===== config.mk =====
export PLATFORM = sky130hd
export DESIGN_NAME = vec_alu_sequencer
export DESIGN_NICKNAME = d
export VERILOG_FILES = /design/src/rtl/vec_alu_sequencer.sv
export SDC_FILE = /design/constraint.sdc
export NUM_CORES = 1
export LEC_CHECK = 0
export ABC_CLOCK_PERIOD_IN_PS = 1810
export BUFFER_PORTS_ARGS = -buffer_cell sky130_fd_sc_hd__buf_4
export CAP_MARGIN = 20
export CORE_AREA = 5 5 336 338
export CTS_BUF_LIST = sky130_fd_sc_hd__clkbuf_16
export DETAILED_ROUTE_END_ITERATION = 10
export DIE_AREA = 0 0 341 343
export GPL_TIMING_DRIVEN = 0
export SYNTH_ARGS = -nofsm -noshare
export SYNTH_HDL_FRONTEND = slang
export SYNTH_SLANG_ARGS = --single-unit

===== constraint.sdc =====
create_clock -name clk -period 1.81 [get_ports clk]
set_input_delay 0.362 -clock clk [delete_from_list [all_inputs] [get_ports clk]]
set_output_delay 0.362 -clock clk [all_outputs]
set_load 0.02 [all_outputs]

===== src/rtl/vec_alu_sequencer.sv =====
// rtl/vec_alu_sequencer.sv - vector ALU issue sequencer: decode handshake, VRF read, ALU run, writeback, response
// Optional RUN watchdog enabled by defining VEC_SEQ_TIMEOUT_EN (adds parameter TIMEOUT_W).
module vec_alu_sequencer #(
    parameter int VLEN = 128
`ifdef VEC_SEQ_TIMEOUT_EN
    ,
    parameter int TIMEOUT_W = 8
`endif
) (
    input  logic            clk,
    input  logic            resetn,
    input  logic            req_valid,
    output logic            req_ready,
    input  logic [5:0]      req_opcode,
    input  logic [2:0]      req_op_type,
    input  logic [2:0]      req_vsew,
    input  logic [4:0]      req_vs1,
    input  logic [4:0]      req_vs2,
    input  logic [4:0]      req_vd,
    input  logic [31:0]     req_scalar,
    input  logic            flush,
    output logic [4:0]      rf_raddr1,
    output logic [4:0]      rf_raddr2,
    input  logic [VLEN-1:0] rf_rdata1,
    input  logic [VLEN-1:0] rf_rdata2,
    output logic            rf_we,
    output logic [4:0]      rf_waddr,
    output logic [VLEN-1:0] rf_wdata,
    output logic            alu_run,
    output logic [5:0]      alu_opcode,
    output logic [2:0]      alu_vsew,
    output logic [2:0]      alu_op_type,
    output logic [VLEN-1:0] alu_vs1,
    output logic [VLEN-1:0] alu_vs2,
    input  logic            alu_done,
    input  logic [VLEN-1:0] alu_result,
    output logic            resp_valid,
    output logic            resp_err,
    input  logic            resp_ready,
    output logic            busy
);
    localparam int NCHUNK = VLEN / 64;

    typedef enum logic [2:0] {S_IDLE, S_RD, S_LAT, S_RUN, S_WB, S_RSP} state_e;

    state_e          state_q;
    logic [5:0]      opcode_q;
    logic [2:0]      op_type_q;
    logic [2:0]      vsew_q;
    logic [4:0]      vd_q;
    logic [31:0]     scalar_q;
    logic            req_ready_q;
    logic            busy_q;
    logic            rf_we_q;
    logic            alu_run_q;
    logic            resp_valid_q;
    logic            resp_err_q;
    logic [4:0]      rf_raddr1_q;
    logic [4:0]      rf_raddr2_q;
    logic [4:0]      rf_waddr_q;
    logic [VLEN-1:0] rf_wdata_q;
    logic [VLEN-1:0] alu_vs1_q;
    logic [VLEN-1:0] alu_vs2_q;

    logic            req_bad;
    logic [31:0]     splat_src_d;
    logic [63:0]     splat_chunk_d;
    logic [VLEN-1:0] splat_d;

`ifdef VEC_SEQ_TIMEOUT_EN
    // Compared one step early so the counter hits all-ones on the edge that leaves RUN.
    localparam logic [TIMEOUT_W-1:0] TO_LAST = {{(TIMEOUT_W-1){1'b1}}, 1'b0};
    logic [TIMEOUT_W-1:0] to_cnt_q;
`endif

    assign req_bad = (req_vsew > 3'd3) ||
                     !((req_op_type == 3'b001) || (req_op_type == 3'b010) || (req_op_type == 3'b100));

    // VI immediates are sign-extended to 32 bits first so one splat path serves VX and VI.
    always_comb begin
        splat_src_d = op_type_q[2] ? {{27{scalar_q[4]}}, scalar_q[4:0]} : scalar_q;
        case (vsew_q[1:0])
            2'd0:    splat_chunk_d = {8{splat_src_d[7:0]}};
            2'd1:    splat_chunk_d = {4{splat_src_d[15:0]}};
            2'd2:    splat_chunk_d = {2{splat_src_d[31:0]}};
            default: splat_chunk_d = {{32{splat_src_d[31]}}, splat_src_d};
        endcase
        splat_d = {NCHUNK{splat_chunk_d}};
    end

    always_ff @(posedge clk or negedge resetn) begin
        if (!resetn) begin
            state_q      <= S_IDLE;
            opcode_q     <= '0;
            op_type_q    <= '0;
            vsew_q       <= '0;
            vd_q         <= '0;
            scalar_q     <= '0;
            req_ready_q  <= 1'b1;
            busy_q       <= 1'b0;
            rf_we_q      <= 1'b0;
            alu_run_q    <= 1'b0;
            resp_valid_q <= 1'b0;
            resp_err_q   <= 1'b0;
            rf_raddr1_q  <= '0;
            rf_raddr2_q  <= '0;
            rf_waddr_q   <= '0;
            rf_wdata_q   <= '0;
            alu_vs1_q    <= '0;
            alu_vs2_q    <= '0;
`ifdef VEC_SEQ_TIMEOUT_EN
            to_cnt_q     <= '0;
`endif
        end else begin
            case (state_q)
                S_IDLE: begin
                    if (req_valid && req_ready_q) begin
                        opcode_q    <= req_opcode;
                        op_type_q   <= req_op_type;
                        vsew_q      <= req_vsew;
                        vd_q        <= req_vd;
                        scalar_q    <= req_scalar;
                        req_ready_q <= 1'b0;
                        busy_q      <= 1'b1;
                        if (req_bad) begin
                            resp_valid_q <= 1'b1;
                            resp_err_q   <= 1'b1;
                            state_q      <= S_RSP;
                        end else begin
                            rf_raddr1_q <= req_vs1;
                            rf_raddr2_q <= req_vs2;
                            state_q     <= S_RD;
                        end
                    end
                end
                S_RD: state_q <= S_LAT;
                S_LAT: begin
                    alu_vs2_q <= rf_rdata2;
                    alu_vs1_q <= op_type_q[0] ? rf_rdata1 : splat_d;
                    alu_run_q <= 1'b1;
                    state_q   <= S_RUN;
`ifdef VEC_SEQ_TIMEOUT_EN
                    to_cnt_q  <= '0;
`endif
                end
                S_RUN: begin
                    if (alu_done) begin
                        rf_wdata_q <= alu_result;
                        rf_waddr_q <= vd_q;
                        rf_we_q    <= 1'b1;
                        alu_run_q  <= 1'b0;
                        state_q    <= S_WB;
                    end
`ifdef VEC_SEQ_TIMEOUT_EN
                    else if (to_cnt_q == TO_LAST) begin
                        alu_run_q    <= 1'b0;
                        resp_valid_q <= 1'b1;
                        resp_err_q   <= 1'b1;
                        state_q      <= S_RSP;
                    end
                    to_cnt_q <= to_cnt_q + 1'b1;
`endif
                end
                S_WB: begin
                    rf_we_q      <= 1'b0;
                    resp_valid_q <= 1'b1;
                    resp_err_q   <= 1'b0;
                    state_q      <= S_RSP;
                end
                S_RSP: begin
                    if (resp_ready) begin
                        resp_valid_q <= 1'b0;
                        resp_err_q   <= 1'b0;
                        req_ready_q  <= 1'b1;
                        busy_q       <= 1'b0;
                        state_q      <= S_IDLE;
                    end
                end
                default: state_q <= S_IDLE;
            endcase

            // Abort outranks every transition above, including a coincident alu_done.
            if (flush && (state_q != S_IDLE)) begin
                state_q      <= S_IDLE;
                alu_run_q    <= 1'b0;
                rf_we_q      <= 1'b0;
                resp_valid_q <= 1'b0;
                resp_err_q   <= 1'b0;
                req_ready_q  <= 1'b1;
                busy_q       <= 1'b0;
            end
        end
    end

    assign req_ready   = req_ready_q;
    assign busy        = busy_q;
    assign rf_raddr1   = rf_raddr1_q;
    assign rf_raddr2   = rf_raddr2_q;
    assign rf_we       = rf_we_q;
    assign rf_waddr    = rf_waddr_q;
    assign rf_wdata    = rf_wdata_q;
    assign alu_run     = alu_run_q;
    assign alu_opcode  = opcode_q;
    assign alu_vsew    = vsew_q;
    assign alu_op_type = op_type_q;
    assign alu_vs1     = alu_vs1_q;
    assign alu_vs2     = alu_vs2_q;
    assign resp_valid  = resp_valid_q;
    assign resp_err    = resp_err_q;

endmodule

=== Word level (Yosys, flattened, before mapping) ===
Index checks and enable logic that the tools add are counted.

* Register bits after elaboration: 457
* Bits of input ports: 449
* Output and inout port bits: 417
* Logic and storage cells: 84

* $lt $le $gt $ge: 1
* Equality and inequality tests: 14
* Multiplexer cells: 29
* Bitwise gates (word level): 1
* Reductions and logical operators: 21

{| class="wikitable"
|+ Operators with widths
! kind !! count
|-
| $pmux 64 s3 || 1
|-
| $mux 128 || 1
|-
| $mux 32 || 1
|-
| $pmux 3 s6 || 1
|-
| $mux 3 || 5
|-
| $mux 1 || 14
|-
| $ne 3x3->1 const B || 4
|-
| $reduce_bool 3->1 || 4
|-
| $eq 3x2->1 const B || 3
|-
| $eq 3x3->1 const B || 3
|-
| $reduce_and 3->1 || 3
|-
| $pmux 1 s2 || 4
|-
| $reduce_and 2->1 || 4
|-
| $eq 3x1->1 const B || 2
|-
| $pmux 1 s3 || 2
|-
| $reduce_and 4->1 || 1
|-
| $reduce_bool 4->1 || 1
|-
| $gt 3x2->1 const B || 1
|-
| $logic_not 3->1 || 1
|-
| $logic_or 1x1->1 || 3
|-
| $eq 2x1->1 const B || 1
|-
| $eq 2x2->1 const B || 1
|-
| $logic_and 1x1->1 || 2
|-
| $logic_not 2->1 || 1
|-
| other kinds (2) || 2
|}

=== Depth between registers and ports, before layout ===
* Word-level depth: 9
* Gate-level depth with buffers: 8
* Gate-level depth less buffers: 4

=== Worst setup path after synthesis ===
No wires, ideal clock.

* Path kind: flip-flop to flip-flop
* From: reg op_type_q[2], in the netlist alu_op_type[2]
* To: reg alu_vs1_q[123], in the netlist alu_vs1[123]
* Library setup time: 0.147 ns
* Arrival: 1.537 ns
* Slack: 0.127 ns
* Stages on the path, launching flop included: 6
* Buffers on the path: 2
* Clock period less this slack: 1.683 ns
* Cells stage by stage: dfrtp_1 > buf_4 > buf_4 > o21ai_0 > a2111oi_0 > a21oi_1

* Longest elaborated chain between the ends: 3

{| class="wikitable"
|+ RTL lines
! what !! line !! RTL
|-
| start: declaration || 48 || <nowiki>logic [2:0] op_type_q;</nowiki>
|-
| start signal: assignment || 119 || <nowiki>op_type_q <= req_op_type;</nowiki>
|-
| $mux 32 || 81 || <nowiki>splat_src_d = op_type_q[2] ? {{27{scalar_q[4]}}, scalar_q[4:0]} : scalar_q;</nowiki>
|-
| $pmux 64 s3 || 82 || <nowiki>case (vsew_q[1:0])</nowiki>
|-
| $mux 128 || 139 || <nowiki>alu_vs1_q <= op_type_q[0] ? rf_rdata1 : splat_d;</nowiki>
|-
| end signal: assignment || 139 ||
|-
| end: declaration || 62 || <nowiki>logic [VLEN-1:0] alu_vs1_q;</nowiki>
|}

Every way passes these cells.
A chain may end at the register's enable or synchronous reset.

=== Worst setup path in the final report ===
* From: reg state_q[2]
* To: reg alu_vs2_q[16], in the netlist alu_vs2[16]

* Longest elaborated chain between the ends: 1

{| class="wikitable"
|+ RTL lines
! what !! line !! RTL
|-
| start: declaration || 46 || <nowiki>state_e state_q;</nowiki>
|-
| start signal: assignment || 93 || <nowiki>state_q <= S_IDLE;</nowiki>
|-
| start signal: assignment || 128 || <nowiki>state_q <= S_RSP;</nowiki>
|-
| start signal: assignment || 132 || <nowiki>state_q <= S_RD;</nowiki>
|-
| $eq 3x2->1 || 115 || <nowiki>case (state_q)</nowiki>
|-
| end signal: assignment || 138 || <nowiki>alu_vs2_q <= rf_rdata2;</nowiki>
|-
| end: declaration || 63 || <nowiki>logic [VLEN-1:0] alu_vs2_q;</nowiki>
|}

Every way passes these cells.

==> summary.txt <==
Layout
  – # nets final: 3643
  – Reg area: around 11000 um^2
  – Final Util: 33.5%
  – Fill cells: 11000
  – Post-route insts no fill: 4680
  – Area grow syn2layout: 93.6%
  – Area of the multi-input gates: 8320 um^2
  – Layout cells sized above 1: 45.4%

Timing
  – Hold Violations, Final: 0
  – Setup Skew: approximately 25 ps
  – Worst setup margin: -85.8 ps
  – Slew HR: 55.7%
  – RSZ-0062 raised after global routing: true
  – Fmax: 0.527 GHz
  – Worst-margin pin slew: between 600 and 700 ps
  – Setup Viol. Count Final: 77
  – Slew Limit Fails: 0
  – Final hold slack: 46.9 ps
  – Fin crit period: 1900 ps
  – Setup Total Neg Slack: -2820 ps
  – Period utilisation layout: 105%

Yosys
  – Ys flop type: dfrtp_1
  – Area leader, netlist: dfrtp_1
  – Yosys top cell area share: 60.1%
  – Post-synth top cells: 494 x nand2_1, 456 x dfrtp_1, 150 x a21oi_1
  – Syn_area_per_cell: 10.7 um^2
  – YS warnings: 0
  – Register area share after synthesis: 60.3%
  – Mapped cell area: 19000 um^2
  – Most frequent cell after synthesis: nand2_1
  – EDFF count, synth: 0
  – Post-Synthesis Cells: 1775
  – Synth unique cells: slightly above 60
  – Synth Net Count: about 2200
  – FF+latch count, synth: 457
  – Post-synth ARST share: 100%
  – Largest cells by area after synthesis: dfrtp_1 60%, nand2_1 9.8%, mux2_1 6.7%

Global route
  – GR Util met1: 23.6%
  – Initial antenna violation count: 13
  – Global-route wire length before repair: ~160 mm
  – GRT Util Overall: 18.6%
  – Largest net degree at the start of global routing: 116
  – Number of global-route vias before repair: about 21000
  – Met3 usage: 4.58%
  – Gr ovfl total: 0
  – Top Usage Layer GRT: met2
  – Global-route track usage on met2: around a third

Setup path
  – Endpoint class of the critical path: register
  – Critical Path AT: 2460 ps
  – Worst Path Class, Setup: reg2reg
  – Max Fanout on Critical Path: 10
  – Worst Path Required: roughly 2400 ps
  – Startpoint Class: register

Route
  – Routed Antenna Nets: 0
  – Total routed wirelength: between 100 and 150 mm
  – Drt first pass iters: 5
  – WL/cell: 24.7 um
  – Remaining routing DRC violations: 0
  – Via density: 4.24
  – Via count: ~20000
  – DRT iter0 DRCs: 1081

Flow run
  – # Max-Cap Violations: 0

Die
  – Starting Density: 17.3%
  – Die area: 117000 um^2
  – # IOs: 866
  – Die width: 341 um
  – Die Y: 343 um
  – Core Region: 110000 um^2
  – Rows: 122

CTS
  – Clock sink total: 457
  – CTS tree: yes
  – Clk Latency, worst-skew pair: 640 ps
  – CTS buffer count: 58
  – Clk buf depth: 3
  – H-tree depth: 2
  – Clk slew on worst S/H paths: 60 ps
  – Root Buffer: clkbuf_16

Pwr
  – NetSw: slightly below 0.03 W
  – Power Density: between 1500 and 2000 nW/um^2
  – Leak Pwr: 17.3 nW
  – Logic pwr share: 54.3%
  – Clock power share: roughly 18%
  – Sequential share of power: between 20 and 30%
  – Sw Ratio: 44.3%
  – Worst IR Drop VDD: 1.05 mV
  – Design internal power: 0.0373 W

Place
  – Post-Place Worst Slack: -1670 ps
  – DP HPWL: 88.4 mm
  – I/O Buffers: 864
  – Gp weighted congestion: 0.922
  – Placed insts: 4077

Min path
  – Worst min path class: in2reg

Outcome
  – Status: finished, violations left
  – Violated checks: setup timing
## layout make-up
| cell class | instances | area share [%] |
|---|---|---|
| clock buffer | 59 | 4.02 |
| sequential | 457 | 31.1 |
| multi-input combinational | 1185 | 22.7 |
| tap | 1426 | 4.86 |
| clock inverter | 48 | 1.15 |
| buffer | 114 | 3.25 |
| inverter | 15 | 0.170 |
| timing repair buffer | 1363 | 32.7 |
| antenna | 13 | 0.0885 |
## per-layer routing
layer	vias up	routed length, um
li1	8894	-
met1	9936	48700
met2	821	55700
met3	172	7480
met4	6	3780
met5	-	39
## power by group through the flow
stage	Combinational, W	Clock (W)	Sequential, W
after floorplan	0.00923	0	0.0231
after global placement	0.0294	0	0.0183
after detailed placement	0.0298	0	0.0184
after CTS	0.0341	0.0121	0.0184
after global routing	0.0385	0.0125	0.0194
final	0.0364	0.0118	0.0188
## cells in the final DEF, fill, tap and decap left out, types with 42 or more instances in the layout
master,netlist,layout
buf_4,3,904
dfrtp_1,456,454
nand2_1,494,424
dlygate4sd3_1,0,412
mux2_1,113,113
a21oi_1,150,86
mux2_2,79,79
clkbuf_16,0,69
nor2_1,96,66
nand2_2,0,49
a21oi_2,0,48
o21ai_1,44,45
buf_6,4,43
buf_12,0,42
## worst paths after layout
kind / from / to / slack [ps] / cells after the start
worst min register to register: alu_vs2[12] / alu_vs2[12] / 470 / 2
worst min-delay path: rf_rdata1[73] / alu_vs1[73] / 50 / 3
min in group asynchronous: resetn / busy / 210 / 2
worst max register to register: state_q[2] / alu_vs2[16] / -90 / 10
worst max-delay path: state_q[2] / alu_vs2[16] / -90 / 10
max in group asynchronous: resetn / alu_vs2[96] / 250 / 4
## worst max-delay path, stage by stage, from the launching register on
cell     delay (ps)
dfrtp_1         380
buf_6           140
nor3b_4         220
buf_12          170
buf_16          160
buf_16          130
buf_12          120
buf_12          130
buf_12          140
nand2_1          90
nand2_1          60
## kinds of logic (layout without fill, tap and decap cells)
group	count (synthesis)	after routing	synth area share [%]
flops	457	457	60.3
other cells	0	13	0
buf+inv	133	1599	3.30
compound gates	309	309	9.81
simple gates	662	662	14.1
mux	212	212	12.4
xor+xnor	2	2	0.0923
## sequential cells by signal, indices dropped and copies added (netlist names), 3 cells and up
register,count
rf_raddr2,5
scalar_q,32
alu_opcode,6
alu_op_type,3
rf_waddr,5
alu_vs2,128
rf_wdata,128
rf_raddr1,5
state_q,3
alu_vsew,3
vd_q,5
alu_vs1,128
## metrics by stage
stage,area [um^2],power (W)
2_1_floorplan,19000,0.0324
6_report,36700,0.0670
5_1_grt,36700,0.0704
3_5_place_dp,27500,0.0483
4_1_cts,35300,0.0646
3_3_place_gp,27200,0.0477
## repair_timing
action                     in CTS  in global routing
hold buffers                  412                  0
buffers inserted               45                 17
resized for setup             299                304
setup endpoints to repair     450                584
hold endpoints to repair      470                  0
pin swaps                      22                 73
cloned                          3                 11
Note: power is estimated with default switching activity, not from simulation.
